## src/rtl/mdu_seq.sv

```systemverilog
// mdu_seq: multicycle multiply/divide unit with internal HI/LO registers.
// Radix-2 shift-add multiplier and restoring divider, start/busy/done
// handshake, MTHI/MTLO write path.
// Optional: `define MDU_EARLY_OUT_EN lets MUL exit as soon as the remaining
// multiplier bits are zero (latency 3..WIDTH+2). In the default build every
// operation takes WIDTH+2 cycles.
module mdu_seq #(
  parameter int WIDTH = 32,
  parameter int CNT_W = $clog2(WIDTH) + 1
) (
  input  logic             clk,
  input  logic             rst_n,
  input  logic             start,
  input  logic [1:0]       op,
  input  logic [WIDTH-1:0] a,
  input  logic [WIDTH-1:0] b,
  input  logic             hi_we,
  input  logic             lo_we,
  input  logic [WIDTH-1:0] wdata,
  output logic             busy,
  output logic             done,
  output logic             div_zero,
  output logic [WIDTH-1:0] hi,
  output logic [WIDTH-1:0] lo
);

  typedef enum logic [1:0] {IDLE, MUL, DIV, FIX} state_t;

  localparam logic [CNT_W-1:0] ITERS = CNT_W'(WIDTH);

  state_t             state;
  logic               prep;     // first MUL/DIV cycle loads magnitudes
  logic [CNT_W-1:0]   cnt;      // iterations completed
  logic [1:0]         op_r;
  logic [WIDTH-1:0]   a_r, b_r; // raw operands as presented at start
  logic [WIDTH-1:0]   mcand;    // multiplicand or divisor magnitude
  logic [WIDTH-1:0]   mplier;   // remaining multiplier bits
  logic [2*WIDTH-1:0] acc;      // MUL: product accumulator; DIV: {rem,quo}

  logic               a_neg, b_neg, neg_q, neg_r;
  logic [WIDTH-1:0]   mag_a, mag_b;
  logic [WIDTH:0]     mul_sum;
  logic [WIDTH:0]     div_top;
  logic               div_ok;
  logic [WIDTH-1:0]   div_rem;
  logic [2*WIDTH-1:0] prod, prod_fix;
  logic [WIDTH-1:0]   quo_fix, rem_fix;

  // Operand magnitudes, sign fix-ups and one iteration step of each datapath
  always_comb begin
    a_neg    = ~op_r[0] & a_r[WIDTH-1];
    b_neg    = ~op_r[0] & b_r[WIDTH-1];
    neg_q    = a_neg ^ b_neg;
    neg_r    = a_neg;
    mag_a    = a_neg ? -a_r : a_r;
    mag_b    = b_neg ? -b_r : b_r;
    mul_sum  = {1'b0, acc[2*WIDTH-1:WIDTH]} + (mplier[0] ? {1'b0, mcand} : '0);
    // shifted partial remainder needs one extra bit before the trial subtract
    div_top  = acc[2*WIDTH-1:WIDTH-1];
    div_ok   = div_top >= {1'b0, mcand};
    div_rem  = div_top[WIDTH-1:0] - mcand;
`ifdef MDU_EARLY_OUT_EN
    // skipped iterations were pure right shifts; apply them in one go
    prod     = acc >> (ITERS - cnt);
`else
    prod     = acc;
`endif
    prod_fix = neg_q ? -prod : prod;
    quo_fix  = neg_q ? -acc[WIDTH-1:0] : acc[WIDTH-1:0];
    rem_fix  = neg_r ? -acc[2*WIDTH-1:WIDTH] : acc[2*WIDTH-1:WIDTH];
  end

  // Control FSM, datapath registers and HI/LO
  always_ff @(posedge clk or negedge rst_n) begin
    if (!rst_n) begin
      state    <= IDLE;
      prep     <= 1'b0;
      cnt      <= '0;
      op_r     <= '0;
      a_r      <= '0;
      b_r      <= '0;
      mcand    <= '0;
      mplier   <= '0;
      acc      <= '0;
      hi       <= '0;
      lo       <= '0;
      busy     <= 1'b0;
      done     <= 1'b0;
      div_zero <= 1'b0;
    end else begin
      done <= 1'b0;
      case (state)
        IDLE: begin
          if (start) begin
            a_r      <= a;
            b_r      <= b;
            op_r     <= op;
            cnt      <= '0;
            prep     <= 1'b1;
            busy     <= 1'b1;
            div_zero <= 1'b0;
            state    <= op[1] ? DIV : MUL;
          end else begin
            if (hi_we) hi <= wdata;
            if (lo_we) lo <= wdata;
          end
        end
        MUL: begin
          if (prep) begin
            mcand  <= mag_a;
            mplier <= mag_b;
            acc    <= '0;
            prep   <= 1'b0;
          end
`ifdef MDU_EARLY_OUT_EN
          else if (mplier == '0) begin
            state <= FIX;
          end
`endif
          else begin
            acc    <= {mul_sum, acc[WIDTH-1:1]};
            mplier <= mplier >> 1;
            cnt    <= cnt + 1'b1;
            if (cnt == ITERS - 1'b1) state <= FIX;
          end
        end
        DIV: begin
          if (prep) begin
            mcand <= mag_b;
            acc   <= {{WIDTH{1'b0}}, mag_a};
            prep  <= 1'b0;
          end else begin
            if (div_ok) acc <= {div_rem, acc[WIDTH-2:0], 1'b1};
            else        acc <= {acc[2*WIDTH-2:0], 1'b0};
            cnt <= cnt + 1'b1;
            if (cnt == ITERS - 1'b1) state <= FIX;
          end
        end
        FIX: begin
          if (op_r[1]) begin
            if (b_r == '0) begin
              // divide by zero reports the untouched dividend
              hi       <= a_r;
              lo       <= '1;
              div_zero <= 1'b1;
            end else begin
              hi <= rem_fix;
              lo <= quo_fix;
            end
          end else begin
            {hi, lo} <= prod_fix;
          end
          done  <= 1'b1;
          busy  <= 1'b0;
          state <= IDLE;
        end
        default: state <= IDLE;
      endcase
    end
  end

endmodule

```

## config.mk

```make
export PLATFORM = sky130hd
export DESIGN_NAME = mdu_seq
export DESIGN_NICKNAME = d
export VERILOG_FILES = /design/src/rtl/mdu_seq.sv
export SDC_FILE = /design/constraint.sdc
export NUM_CORES = 1
export LEC_CHECK = 0
export CAP_MARGIN = 30
export CORE_MARGIN = 2
export CORE_UTILIZATION = 53
export CTS_CLUSTER_DIAMETER = 120
export DETAILED_ROUTE_END_ITERATION = 6
export PLACE_DENSITY = 0.74
export SLEW_MARGIN = 10
export SYNTH_ARGS = -nofsm -noshare
export SYNTH_HDL_FRONTEND = slang
export SYNTH_SLANG_ARGS = --single-unit
```

## constraint.sdc

```tcl
create_clock -name clk -period 5.65 [get_ports clk]
set_clock_uncertainty 0.05 [all_clocks]
set_input_delay 0.8475 -clock clk [delete_from_list [all_inputs] [get_ports clk]]
set_output_delay 0.8475 -clock clk [all_outputs]
set_load 0.005 [all_outputs]
```

-- After elaboration in Yosys (flattened, before gate mapping)
Index checks and enable logic that the tools add are counted.
- reduce and logical (&&, ||, !) cells: 15
- shifts and indexed selects: 0
- $add $sub $neg: 8
- bitwise logic cells: 4
- $mul: 0
- div/mod/pow operators: 0
- eq/ne operators: 14
- multiplexer cells: 40
- magnitude comparators: 1
- operators with widths (cell ; count):
    $mux 32 ; 16
    $mux 64 ; 4
    $pmux 32 s2 ; 3
    $neg 32->32 ; 4
    $pmux 64 s2 ; 1
    $neg 64->64 ; 1
    $add 32x32->33 ; 1
    $ge 33x32->1 ; 1
    $logic_not 32->1 ; 1
    $sub 32x32->32 ; 1
    $ne 2x2->1 const B ; 9
    $reduce_and 3->1 ; 5
    $mux 6 ; 2
    $pmux 6 s2 ; 1
    $mux 2 ; 4
    $add 6x1->6 const B ; 1
    $eq 6x5->1 const B ; 1
    $pmux 1 s2 ; 3
    $pmux 2 s3 ; 1
    $reduce_and 2->1 ; 3
    $reduce_bool 2->1 ; 3
    $mux 1 ; 5
    $eq 2x2->1 const B ; 2
    $reduce_and 4->1 ; 1
    7 further kinds ; 8
- latch bits: 0
- ROM bits: 0
- memories kept: 0
- memory bits (writable): 0
- logic and storage cells: 96
- bits in registers: 270

-- Longest topological paths before layout
- depth in word-level cells: 7
- mapped depth: 13

-- Worst setup path after synthesis
Ideal clock, no wire load.
- path kind: register to register
- from: reg mplier[0]
- to: reg acc[63]
- library setup time: 120 ps
- stages on the path, launching flop included: 10
- data required time: 5480 ps
- slack: 2478 ps
- path buffers: 0
- arrival time: 3002 ps
- cell sequence: dfrtp_1 and2_1 ha_1 a2111oi_0 a21oi_1 o311ai_2 a21boi_1 o31a_1 or4b_1 a31o_2
- word-level cells in the longest chain between the ends: 4
- ends and longest elaborated chain (item ; RTL line ; source):
    from (decl) ; 37 ; logic [WIDTH-1:0] mplier;
    from (signal assigned) ; 111 ; mplier <= mag_b;
    from (signal assigned) ; 122 ; mplier <= mplier >> 1;
    $mux 32 ; 57 ; mul_sum = {1'b0, acc[2*WIDTH-1:WIDTH]} + (mplier[0] ? {1'b0, mcand} : '0);
    $add 32x32->33 ; 57 ;
    $mux 64 ; 109 ; if (prep) begin
    $pmux 64 s2 ; 92 ; case (state)
    to (signal assigned) ; 121 ; acc <= {mul_sum, acc[WIDTH-1:1]};
    to (signal assigned) ; 130 ; acc <= {{WIDTH{1'b0}}, mag_a};
    to (signal assigned) ; 133 ; if (div_ok) acc <= {div_rem, acc[WIDTH-2:0], 1'b1};
    to (decl) ; 38 ; logic [2*WIDTH-1:0] acc;
Every way passes these cells.
A chain may end at the register's enable or synchronous reset.

-- Worst setup path in the final report
- from: reg acc[40]
- to: reg acc[44]
- word-level cells in the longest chain between the ends: 4
- elaborated cells on any way between the ends: 7
- ends and longest elaborated chain (item ; RTL line ; source):
    $sub 32x32->32 / $ge 33x32->1 (equally long branches) ; 61, 60 ;
    $mux 64 ; 133 ;
    $mux 64 ; 128 ; if (prep) begin
    $pmux 64 s2 (*) ; 92 ;
Mark *: on every way between the ends. The rest lies on a longest branch, timed or not.

==> results.sh <==
export IMPL_instances_no_fill=2950
export IMPL_yosys_top_cells_count="dfrtp_1 (270), nor2_1 (249), a21oi_1 (231)"
export IMPL_met2_resource_use_gr_pct=53.1
export IMPL_yosys_warnings=0
export IMPL_top_count_cell_post_synth="dfrtp_1"
export IMPL_grt_antenna_before_repair=0
export IMPL_ff_latch_area_um2=6760
export IMPL_synth_ff_latch_count=270
export IMPL_netlist_area_leader_share_pct=33.9
export IMPL_clkPwrFrac_pct=11.6
export IMPL_cts_max_path_buffers=3
export IMPL_crit_path_start_kind="register"
export IMPL_timing_critical_path_fanout_max=20
export IMPL_yosys_cell_types_count=91
export IMPL_cellInternalPower_uw=8600
export IMPL_placement_rows=71
export IMPL_die_w_um=198
export IMPL_vias=19400
export IMPL_number_of_cts_inserted_buffers=31
export IMPL_cp_slowest_stage_delay_ns=0.76
export IMPL_final_net_count=2631
export IMPL_cts_repair_resized=0
export IMPL_power_switching_uw=9290
export IMPL_finish_instance_area_um2=22900
export IMPL_critical_path_cell_chain="ha_1 -> or2_2 -> a21oi_1 -> a2111oi_2 -> o311ai_1 -> o31a_1 -> nand2_1 -> a311oi_1 -> a21oi_1"
export IMPL_crit_path_frequent_cell="a21oi_1"
export IMPL_async_reset_ff_share_pct=100
export IMPL_use_met3_pct=9.54
export IMPL_cts_clk_slew_worst_paths_ns=0.06
export IMPL_power_ir_vdd_worst_v=0.000356
export IMPL_timing_critical_path_max_delay_family="compound AO/OA/AOI/OAI gates"
export IMPL_synth_ff_type="dfrtp_1"
export IMPL_timing_critical_path_buf_inv=0
export IMPL_residual_antenna_violating_net_count_after_detailed_routing=0
export IMPL_final_min_clock_period_ns=4.44
export IMPL_max_h_tree_level=1
export IMPL_sequential_share_of_power_pct=24.5
export IMPL_cts_sink_count=270
export IMPL_power_switching_share_pct=51.9
export IMPL_synth_area_leader_cell="dfrtp_1"
export IMPL_status="completed"
export IMPL_num_antenna_cells=0
export IMPL_cts_tree="built"
export IMPL_fp_dieArea_um2=39100
export IMPL_drc=0
export IMPL_floorplan_io_pins=170
export IMPL_number_of_flops_mapped_to_enable_cells_by_yosys=0
export IMPL_grtUsageTotal_pct=37.3
export IMPL_clock_latency_ns=0.58
export IMPL_grt_remaining_overflow=0
export IMPL_num_fill_cells=3281
export IMPL_post_cts_buffers=0
export IMPL_post_dp_cell_area_um2=21800
export IMPL_grt_start_max_net_pins=115
export IMPL_synthesis_instances=2387
export IMPL_comb_power_share_pct=63.9
export IMPL_critPathSlowestCell="nand2_1"
export IMPL_final_period_utilization_pct=78.5
export IMPL_multiInputGateArea_um2=12100
export IMPL_top_cells_by_area_synth="dfrtp_1 (34%), a21oi_1 (5.8%), xnor2_1 (5.5%)"
export IMPL_worst_setup_path_end_kind="register"
export IMPL_startpoint="acc[40]"
export IMPL_critPathArrivalTime_ns=4.81
export IMPL_max_slew_margin_pct=30.6
export IMPL_clk_root_buffer_cell="clkbuf_16"
export IMPL_worst_slew_pin_slew_ns=1.04
export IMPL_grt_setup_unrepaired="no"
export IMPL_hold_worst_slack_ns=0.302
export IMPL_regToRegStartpoint="acc[40]"
export IMPL_hold_fix_buffer_count_after_cts=0
export IMPL_place_detailed_instances=2893
export IMPL_dpl_hpwl_mm=55.7
export IMPL_worst_setup_path_class="register to register"
export IMPL_fmax_mhz=225
export IMPL_setup_violations_final=0
export IMPL_mappedNetlistArea_um2=19900
export IMPL_grt_pass1_wl_mm=110
export IMPL_post_drt_via_cell_ratio=6.56
export IMPL_post_synthesis_sequential_area_ratio_pct=33.9
export IMPL_post_layout_total_power_uw=17900
export IMPL_gpl_final_weighted_congestion=1.02
export IMPL_p_leak_uw=0.00930
export IMPL_hold_path_class="input pin to async pin"
export IMPL_report_final_hold_viol_count=0
export IMPL_totalWireLength_mm=73.7
export IMPL_drv_cap=0
export IMPL_post_synth_cell_area_avg_um2=8.34
export IMPL_global_route_usage_met1_pct=53.8
export IMPL_final_max_slew_violation_count=0
export IMPL_gr_max_usage_layer="met1"
export IMPL_routedWlPerCell_um=25.0
export IMPL_initial_utilization_pct=53.4
export IMPL_power_density_nw_per_um2=782
export IMPL_number_of_iterations_in_the_first_detailed_routing_pass=6
export IMPL_mappedNetlistNets=2565
export IMPL_chip_height_um=198
export IMPL_detailedRoute_firstIterationViolations=2188
export IMPL_count_of_input_and_output_buffers=169
export IMPL_fraction_of_layout_instances_using_a_drive_strength_above_1_pct=8.60
export IMPL_synthToLayoutAreaGrowth_pct=14.9
export IMPL_core_area_um2=37300
export IMPL_worst_ep_required_time_ns=6.02
export IMPL_setup_tns_final_ns=0
export IMPL_vias_in_the_first_global_route=18100
-- cell usage in the layout (no fill, tap or decap), types with 79 or more instances in the layout --
cell type / count
dfrtp_1: 269
nor2_1: 248
a21oi_1: 230
nand2_1: 169
clkdlybuf4s50_1: 168
xnor2_1: 125
o21ai_0: 120
inv_1: 90
mux2_2: 85
nor3_1: 79
-- sequential cells by signal, summed over array words and instances, names as in the netlist, 2 cells and up --
| name | count |
|---|---|
| op_r | 2 |
| a_r | 32 |
| acc | 64 |
| lo | 32 |
| cnt | 6 |
| mplier | 32 |
| mcand | 32 |
| hi | 32 |
| state | 2 |
| b_r | 32 |
-- power by group through the flow --
stage / Sequential (uW) / Clock, uW / Combinational (uW)
final: 4390 / 2080 / 11400
after global routing: 4480 / 2170 / 12300
after global placement: 4270 / 0 / 10900
after detailed placement: 4330 / 0 / 11000
after floorplan: 3620 / 0 / 7920
after CTS: 4300 / 2090 / 11100
-- metrics by stage --
| step | util [%] | worst slack (ns) |
|---|---|---|
| after detailed placement | 58.5 | 1.34 |
| after floorplan | - | 2.48 |
| final | 61.3 | 1.21 |
| after global routing | 61.3 | 1.01 |
| after CTS | 61.3 | 1.36 |
| after global placement | 58.4 | 1.44 |
-- worst register-to-register path, cell delays in order, from the launching register on --
cell and delay, ns:
dfrtp_1 0.57, ha_1 0.40, or2_2 0.33, a21oi_1 0.23
a2111oi_2 0.11, o311ai_1 0.64, o31a_1 0.60, nand2_1 0.76
a311oi_1 0.49, a21oi_1 0.11
-- path summary, 6_finish.rpt --
path / end / slack, ns / cells after the start
worst max-delay path: acc[44] / 1.21 / 9
worst min-delay path: lo[12] / 0.30 / 1
worst max register to register: acc[44] / 1.21 / 9
worst min register to register: lo[0] / 0.43 / 2
max in group asynchronous: prep / 4.00 / 2
min in group clk: lo[0] / 0.43 / 2
-- per-layer routing --
metal,vias to the layer above,part of all wire [%],routed length (um)
li1,8815,-,-
met2,1046,41,30400
met4,0,4.2,3080
met3,140,11,8200
met1,9361,43,32000
met5,-,0,0
-- logic make-up after synthesis --
kind of cell,Yosys count,share of synthesized area [%]
compound gates,776,24.9
xor+xnor,193,8.49
fa+ha+maj,75,4.79
buf+inv,266,5.30
flops,270,33.9
mux,103,5.71
simple gates,704,16.9
-- cell type report --
| type | instances | share of cell area (%) |
|---|---|---|
| multi-input combinational | 1851 | 53.0 |
| sequential | 270 | 29.5 |
| timing repair buffer | 206 | 8.77 |
| clock buffer | 40 | 3.84 |
| tap | 474 | 2.59 |
| inverter | 93 | 1.53 |
| clock inverter | 16 | 0.743 |
(Power assumes the default switching activity.)
